==> src/rtl/vga_timing_pipe.sv <==
// vga_timing_pipe: parametrised VGA raster timing with a matched control delay.
// The h/v counters feed the pixel coordinates and strobes directly. The
// active/hsync/vsync flags pass through a PIPE-deep shift register and a final
// output register. The output register captures them alongside r_in/g_in/b_in,
// so that colour returned by a PIPE-cycle lookup lines up with its own sync and
// blank timing at the monitor/DAC pins.
module vga_timing_pipe #(
    parameter int H_ACTIVE  = 640,
    parameter int H_FP      = 16,
    parameter int H_SYNC    = 96,
    parameter int H_BP      = 48,
    parameter int V_ACTIVE  = 480,
    parameter int V_FP      = 10,
    parameter int V_SYNC    = 2,
    parameter int V_BP      = 33,
    parameter int HSYNC_POL = 0,
    parameter int VSYNC_POL = 0,
    parameter int PIPE      = 2,
    parameter int CW        = 10,
    parameter int COLOR_W   = 8
) (
    input  logic               vgaclk,
    input  logic               reset,
    input  logic [COLOR_W-1:0] r_in,
    input  logic [COLOR_W-1:0] g_in,
    input  logic [COLOR_W-1:0] b_in,
    output logic [CW-1:0]      x,
    output logic [CW-1:0]      y,
    output logic               active,
    output logic               line_start,
    output logic               frame_start,
    output logic [7:0]         frame_count,
    output logic               hsync,
    output logic               vsync,
    output logic               sync_b,
    output logic               blank_b,
    output logic [COLOR_W-1:0] r,
    output logic [COLOR_W-1:0] g,
    output logic [COLOR_W-1:0] b
);

    localparam int H_TOTAL = H_ACTIVE + H_FP + H_SYNC + H_BP;
    localparam int V_TOTAL = V_ACTIVE + V_FP + V_SYNC + V_BP;

    // Boundaries are held at 32 bits so that a region ending exactly at 2^CW
    // cannot alias back to zero inside a CW-bit compare.
    localparam logic [31:0] H_ACT_END  = 32'(H_ACTIVE);
    localparam logic [31:0] H_SYNC_BEG = 32'(H_ACTIVE + H_FP);
    localparam logic [31:0] H_SYNC_END = 32'(H_ACTIVE + H_FP + H_SYNC);
    localparam logic [31:0] H_LAST     = 32'(H_TOTAL - 1);
    localparam logic [31:0] V_ACT_END  = 32'(V_ACTIVE);
    localparam logic [31:0] V_SYNC_BEG = 32'(V_ACTIVE + V_FP);
    localparam logic [31:0] V_SYNC_END = 32'(V_ACTIVE + V_FP + V_SYNC);
    localparam logic [31:0] V_LAST     = 32'(V_TOTAL - 1);

    localparam logic HS_ON = 1'(HSYNC_POL);
    localparam logic VS_ON = 1'(VSYNC_POL);

    logic [CW-1:0]      hcnt_q, hcnt_d;
    logic [CW-1:0]      vcnt_q, vcnt_d;
    logic [7:0]         fcnt_q, fcnt_d;
    logic [31:0]        hpos, vpos;
    logic               h_last, v_last;
    logic               act_raw, hs_raw, vs_raw;
    logic [2:0]         raw_flags;
    logic [2:0]         tail_flags;

    logic               act_q, act_d;
    logic               hs_q, hs_d;
    logic               vs_q, vs_d;
    logic [COLOR_W-1:0] r_q, r_d;
    logic [COLOR_W-1:0] g_q, g_d;
    logic [COLOR_W-1:0] b_q, b_d;

    assign hpos   = 32'(hcnt_q);
    assign vpos   = 32'(vcnt_q);
    assign h_last = (hpos == H_LAST);
    assign v_last = (vpos == V_LAST);

    // Raster counters: h every cycle, v on line wrap, frame count on frame wrap.
    always_comb begin
        hcnt_d = hcnt_q + CW'(1);
        vcnt_d = vcnt_q;
        fcnt_d = fcnt_q;
        if (h_last) begin
            hcnt_d = '0;
            if (v_last) begin
                vcnt_d = '0;
                fcnt_d = fcnt_q + 8'd1;
            end else begin
                vcnt_d = vcnt_q + CW'(1);
            end
        end
    end

    // Counter state register.
    always_ff @(posedge vgaclk) begin
        if (reset) begin
            hcnt_q <= '0;
            vcnt_q <= '0;
            fcnt_q <= '0;
        end else begin
            hcnt_q <= hcnt_d;
            vcnt_q <= vcnt_d;
            fcnt_q <= fcnt_d;
        end
    end

    // Undelayed raster regions decoded from the counters.
    always_comb begin
        act_raw = (hpos < H_ACT_END) && (vpos < V_ACT_END);
        hs_raw  = (hpos >= H_SYNC_BEG) && (hpos < H_SYNC_END);
        vs_raw  = (vpos >= V_SYNC_BEG) && (vpos < V_SYNC_END);
    end

    assign raw_flags = {act_raw, hs_raw, vs_raw};

    generate
        if (PIPE == 0) begin : g_no_dly
            assign tail_flags = raw_flags;
        end else begin : g_dly
            logic [2:0] dly_q [PIPE];

            // Control shift register matching the external colour-path latency.
            // Reset clears every stage so no stale sync can leak out afterwards.
            always_ff @(posedge vgaclk) begin
                if (reset) begin
                    for (int i = 0; i < PIPE; i++) begin
                        dly_q[i] <= 3'b000;
                    end
                end else begin
                    dly_q[0] <= raw_flags;
                    for (int i = 1; i < PIPE; i++) begin
                        dly_q[i] <= dly_q[i-1];
                    end
                end
            end

            assign tail_flags = dly_q[PIPE-1];
        end
    endgenerate

    // Next value of the output register: delayed flags plus blank-gated colour.
    always_comb begin
        act_d = tail_flags[2];
        hs_d  = tail_flags[1];
        vs_d  = tail_flags[0];
        r_d   = '0;
        g_d   = '0;
        b_d   = '0;
        if (tail_flags[2]) begin
            r_d = r_in;
            g_d = g_in;
            b_d = b_in;
        end
    end

    // Output register driving the monitor and the video DAC.
    always_ff @(posedge vgaclk) begin
        if (reset) begin
            act_q <= 1'b0;
            hs_q  <= 1'b0;
            vs_q  <= 1'b0;
            r_q   <= '0;
            g_q   <= '0;
            b_q   <= '0;
        end else begin
            act_q <= act_d;
            hs_q  <= hs_d;
            vs_q  <= vs_d;
            r_q   <= r_d;
            g_q   <= g_d;
            b_q   <= b_d;
        end
    end

    assign x           = hcnt_q;
    assign y           = vcnt_q;
    assign active      = act_raw;
    assign line_start  = ~reset & (hcnt_q == '0);
    assign frame_start = ~reset & (hcnt_q == '0) & (vcnt_q == '0);
    assign frame_count = fcnt_q;

    assign hsync   = hs_q ? HS_ON : ~HS_ON;
    assign vsync   = vs_q ? VS_ON : ~VS_ON;
    assign sync_b  = ~(hs_q | vs_q);
    assign blank_b = act_q;
    assign r       = r_q;
    assign g       = g_q;
    assign b       = b_q;

endmodule

==> config.mk <==
export PLATFORM = sky130hd
export DESIGN_NAME = vga_timing_pipe
export DESIGN_NICKNAME = d
export VERILOG_FILES = /design/src/rtl/vga_timing_pipe.sv
export SDC_FILE = /design/constraint.sdc
export NUM_CORES = 1
export LEC_CHECK = 0
export CAP_MARGIN = 10
export CORE_ASPECT_RATIO = 1.25
export CORE_MARGIN = 10
export CORE_UTILIZATION = 30
export DETAILED_ROUTE_END_ITERATION = 6
export DONT_BUFFER_PORTS = 1
export GPL_ROUTABILITY_DRIVEN = 0
export PLACE_DENSITY = 0.48
export SLEW_MARGIN = 15
export SYNTH_ARGS = -nofsm -noshare
export SYNTH_HDL_FRONTEND = slang
export SYNTH_SLANG_ARGS = --single-unit
==> constraint.sdc <==
create_clock -name vgaclk -period 2.3 [get_ports vgaclk]
set_input_delay 0.46 -clock vgaclk [delete_from_list [all_inputs] [get_ports vgaclk]]
set_output_delay 0.46 -clock vgaclk [all_outputs]
set_load 0.005 [all_outputs]
==> results.toml, run 1 <==
[grt]
grt_use_total = 0.101
grt_use_met1 = 0.101
grt_pass1_vias = 1732
grt_pass1_wl_um = 9320
grt_overflow = 0
use_met3 = 0.0495
grt_max_degree = 27
antenna_found_initial = 0
grt_use_met2 = 0.166
busiest_layer = "met2"

[yosys]
synthDistinctLibCells = 34
async_reset_ff_frac = 0
syn-cell-area_um2 = 2330
yosysSeqAreaShare = 0.525
synth_top_family_by_area = "simple AND/OR/NAND/NOR gates"
synthMuxAreaShare = 0
synth_compound_gate_area_share = 0.0806
ys_seq_elements = 61
synth_ff_type = "dfxtp_1"
syn-num-nets = 273
syn_inst = 242
synthAdderAreaFrac = 0.0269
synth-simple-area-share = 0.283
synth_warnings = 0
synthXorXnorAreaFrac = 0.0414
syn_avg_cell_area_um2 = 9.62
synth_edf_count = 0

[floorplanning]
rows = 35
coreArea_um2 = 7440
io_pins = 85
dieArea_um2 = 11700
start_util = 0.313
die_h_um = 118
fp.dieW_um = 98.8

[routing]
routed_wl_um = 5950
via_per_inst = 4.82
drtPass1Iterations = 4
drc_errors = 0
antenna_left = 0
drtIter0Drc = 72
vias = 1697
routedWlPerCell_um = 16.9

[timing]
fin_hold_ws_ns = 0.198
final_max_slew_viol_count = 0
grt_setup_unrepaired = "no"
worst_pin_slew_ns = 0.473
fin_tns_setup_ns = 0
fin_crit_ns = 2.19
slew_headroom = 0.685
setup_ws_ns = 0.111
finalClockSkew_ns = 0.00737
fin_crit_sh = 0.952
setup-violations-final = 0
final_hold_viol_count = 0
clock.fmax_mhz = 457

[clock_network]
cts.htree.levels = 3
postCtsSetupRepairBufs = 0
numCtsBuffers = 9
cts_hold_buf = 0
clock_path_buffers = 2
clockRootBuffer = "clkbuf_8"
clock_sinks = 61
clk_pin_slew_worst_paths_ns = 0.07
clkLatencyLatePin_ns = 0.33
cts_tree = "yes"

[layout]
area_delta_synth_final_pct = 14.5
utilization = 0.358
final_cell_mix = "61 x dfxtp_1, 24 x and2_1, 17 x nor2_1"
layout_commonest_cell = "dfxtp_1"
seqCellArea_um2 = 1220
drive_gt1_frac = 0.131
multi_input_area_um2 = 1010
nets = 286
fillers = 782
antenna_cells = 0

[worst_setup_path]
endpoint_kind = "output port"
cp-endpoint = "frame_start"
r2r_setup_slack_ns = 0.18
r2r-start = "y[6]"
r2r-end = "frame_count[6]"
worst-endpoint-arrival_ns = 1.73
startpoint = "y[6]"
cp-start-kind = "flop"
path_max_fanout = 7
crit_required_ns = 1.84
reg2regPathDepth = 4
critPathKind = "flop to output port"

[placed_design]
dp_slack_ns = 0.223
dp.final_hpwl_um = 4380
io_buffer_count = 0

[power]
irDropWorstVdd_v = 0.000280
p_comb_frac = 0.024
power_mw = 1.99
clkPwrFrac = 0.430
switching_share = 0.225
power_frac_seq = 0.546
powerDensity_nw_per_um2 = 747
p_int_mw = 1.54
p_leak_nw = 0.990
p_sw_uw = 447

[flow_run]
drv_cap = 0

[min_path]
hp-class = "primary input to flop"
holdCritStartpoint = "reset"

[status]
status = "complete, no violations"
[logic make-up (layout without fill, tap and decap cells)]
kind of cell,count (synthesis),in the layout
AND/OR/NAND/NOR,113,113
AO/OA/AOI/OAI,31,31
adder cells (fa/ha/maj),5,5
flip-flops,61,61
buffers and inverters,21,39
XOR/XNOR,11,11
[critical path, cell delays in order, from the launching register on]
cell and delay [ns]:
dfxtp_1 0.37, or4_1 0.57, nor3b_2 0.24, and3_1 0.21
[area by class of cell]
cell class,count,share of cell area
repair buffers,13,0.0366
clock inverters,4,0.00845
inverters,10,0.0141
clock buffers,12,0.0582
multi-input cells,160,0.381
flip-flops and latches,61,0.458
well taps,92,0.0432
[layer usage]
metal	share of wire	vias to the layer above	wire [um]
met2	0.51	48	3020
met5	0	-	0
li1	-	867	-
met4	0.017	0	104
met1	0.39	772	2330
met3	0.084	10	500
[power by group through the flow]
| stage | logic, mW | registers, mW | clock network, mW |
|---|---|---|---|
| 2_1_floorplan | 0.0330 | 1.11 | 0 |
| 3_3_place_gp | 0.0463 | 1.11 | 0 |
| 3_5_place_dp | 0.0472 | 1.11 | 0 |
| 4_1_cts | 0.0472 | 1.09 | 0.892 |
| 5_1_grt | 0.0565 | 1.09 | 0.937 |
| 6_report | 0.0469 | 1.09 | 0.856 |
[how the worst min path moves through the flow]
stage / depth (start not counted) / endpoint / slack [ns]
6_report: 1 / x[2] / 0.20
5_1_grt: 1 / frame_count[2] / 0.17
4_1_cts: 1 / frame_count[4] / 0.17
3_5_place_dp: 1 / g_dly.dly_q[0][3] / 0.43
3_3_place_gp: 1 / hs_q / 0.43
2_1_floorplan: 1 / g_dly.dly_q[0][3] / 0.41
[cell usage after synthesis, drive strengths merged (5+ instances only)]
library cell / count / share of area
nand3: 13 / 0.028
a21oi: 13 / 0.028
ha: 5 / 0.027
dfxtp: 61 / 0.52
o21ai: 6 / 0.013
o31ai: 9 / 0.029
xnor2: 5 / 0.019
clkbuf: 7 / 0.011
nand2: 9 / 0.015
nor4: 7 / 0.019
xor2: 6 / 0.023
nor2: 18 / 0.029
or4: 10 / 0.034
nor2b: 6 / 0.016
nor3: 5 / 0.011
inv: 10 / 0.016
and2: 24 / 0.065
[metrics by stage]
step	std cells	cell area, um2
6_report	352	2660
5_1_grt	352	2660
4_1_cts	352	2650
3_5_place_dp	336	2480
3_3_place_gp	336	2480
2_1_floorplan	242	2330
[sequential cells by signal, indices dropped and copies added, names as in the netlist]
| signal | count |
|---|---|
| x | 10 |
| y | 10 |
| b | 8 |
| frame_count | 8 |
| g | 8 |
| r | 8 |
| g_dly.dly_q | 6 |
| blank_b | 1 |
| hs_q | 1 |
| vs_q | 1 |
[what timing repair did]
action,CTS,global route
endpoints found under the setup margin,0,1
endpoints found under the hold margin,0,0
resized for setup,0,4
Power figures use the tool's default switching activity.
==> run 2, diff against run 1 <==
--- a/config.mk
+++ b/config.mk
@@ -7,8 +7,8 @@
 export LEC_CHECK = 0
 export CAP_MARGIN = 10
 export CORE_ASPECT_RATIO = 1.25
-export CORE_MARGIN = 10
 export CORE_UTILIZATION = 30
+export CTS_BUF_LIST = sky130_fd_sc_hd__clkbuf_16
 export DETAILED_ROUTE_END_ITERATION = 6
 export DONT_BUFFER_PORTS = 1
 export GPL_ROUTABILITY_DRIVEN = 0
==> run 2 against run 1 <==
Effect of this change:
- core utilization is 1.2 points higher
- count of clock-buffer cells in the layout fell by 3
- clock skew about the same
- sequential share of layout area fell by 1.5 points
- largest power group is now clock
- via count grew 2.7%
- final area rose by 3.4%
- non-clock buffer count is 2 higher
- sequential power is essentially flat
- routed wire length shrank 14%
==> results.toml, run 2 (synthesis results as in run 1) <==
[power]
powerDensity_nw_per_um2 = 833
p_leak_nw = 1.04
irDropWorstVdd_v = 0.000350

[worst_setup_path]
crit_required_ns = 1.84
worst-endpoint-arrival_ns = 1.70
endpoint_kind = "output port"
r2r_setup_slack_ns = 0.20
crit_chain = "or2_1, buf_4, nor2_1, and4_1, and3_1"
r2r-start = "y[6]"
cp-endpoint = "frame_start"
path_max_fanout = 6
reg2regPathDepth = 4
cp-start-kind = "flop"
critPathKind = "flop to output port"
startpoint = "x[6]"
slowest_stage = "dfxtp_1"
max_stage_delay_ns = 0.34
r2r-end = "frame_count[6]"

[timing]
worst_pin_slew_ns = 0.462
fin_tns_setup_ns = 0
final_hold_viol_count = 0
slew_headroom = 0.692
setup-violations-final = 0
clock.fmax_mhz = 464
grt_setup_unrepaired = "no"
finalClockSkew_ns = 0.00748
final_max_slew_viol_count = 0
fin_crit_ns = 2.16
fin_crit_sh = 0.938
setup_ws_ns = 0.144

[clock_network]
clk_pin_slew_worst_paths_ns = 0.05
clock_sinks = 61
cts_hold_buf = 0
cts_tree = "yes"
clockRootBuffer = "clkbuf_16"
clkLatencyLatePin_ns = 0.32
clock_path_buffers = 2
numCtsBuffers = 9
cts.htree.levels = 3

[routing]
routedWlPerCell_um = 14.5
via_per_inst = 4.92
drtIter0Drc = 54
drtPass1Iterations = 4
drc_errors = 0
antenna_left = 0
vias = 1742
routed_wl_um = 5120

[floorplanning]
io_pins = 85
start_util = 0.313
rows = 35
dieArea_um2 = 8120
coreArea_um2 = 7440
fp.dieW_um = 80.8
die_h_um = 100

[layout]
area_delta_synth_final_pct = 18.4
drive_gt1_frac = 0.122
antenna_cells = 0
fillers = 801
nets = 288
finalNonFillerCells = 354
layout_commonest_cell = "dfxtp_1"
final_cell_mix = "61 x dfxtp_1, 24 x and2_1, 18 x nor2_1, 15 x buf_4"

[placed_design]
dp_slack_ns = 0.222
dp.final_hpwl_um = 3610
io_buffer_count = 0
dp_cells = 338

[grt]
grt_pass1_vias = 1634
grt_use_met1 = 0.155
use_met3 = 0.0516
grt_use_total = 0.129
grt_overflow = 0
grt_pass1_wl_um = 7920
grt_use_met2 = 0.201
antenna_found_initial = 0
busiest_layer = "met2"
grt_max_degree = 27

[min_path]
holdCritStartpoint = "reset"
min_path_cells = 1
hp-class = "primary input to flop"

[status]
status = "complete, no violations"

[flow_run]
drv_cap = 0
-- run 2: cell count changes in the layout (fill, tap and decap cells not counted), sizes merged --
| cell | change |
|---|---|
| inv | +1 |
| clkinv | +2 |
| buf | +2 |
| clkbuf | -3 |
-- run 2: cell type report --
class	instances	area, um2	share of cell area
sequential	61	1220	0.443
multi-input combinational	160	1010	0.366
clock buffer	9	225	0.0817
tap	92	115	0.0418
timing repair buffer	15	113	0.0409
inverter	10	37.5	0.0136
clock inverter	7	33.8	0.0123
-- run 2: power breakdown --
group          total [mW]  switching [mW]  internal (mW)
logic              0.0443          0.0232         0.0211
registers            1.09          0.0108           1.08
clock network        1.16           0.453          0.710
total                2.29           0.487           1.81
-- run 2: repair_timing --
| action | in CTS | in global routing |
|---|---|---|
| endpoints found under the hold margin | 0 | 0 |
| gates resized for setup | 0 | 1 |
| setup endpoints to repair | 0 | 1 |
| buffers inserted | 0 | 0 |
-- run 2: how the worst min path moves through the flow --
stage | slack (ns) | end
global placement | 0.43 | g_dly.dly_q[0][3]
CTS | 0.20 | frame_count[7]
finish | 0.21 | x[6]
global route | 0.20 | x[4]
detailed placement | 0.43 | g_dly.dly_q[0][5]
floorplan | 0.41 | g_dly.dly_q[0][3]
-- run 2: through the flow --
step | hold slack (ns) | utilization | cell area, um2 | power [mW]
floorplan | 0.414 | - | 2330 | 1.14
global placement | 0.428 | 0.335 | 2490 | 1.15
detailed placement | 0.428 | 0.335 | 2490 | 1.16
CTS | 0.203 | 0.369 | 2750 | 2.32
global route | 0.201 | 0.370 | 2760 | 2.37
finish | 0.214 | 0.370 | 2760 | 2.29
-- run 2: worst max-delay path: cells and delay by family, from the launching register on --
family        cells  cell delay (ns)
buf+inv           1             0.17
simple gates      4             0.88
flops             1             0.34
-- run 2: layer usage --
layer  wire length (um)  up-vias
met5                  0        -
met4                 29        0
met3                329        2
met2               2600       50
met1               2160      813
li1                   -      877
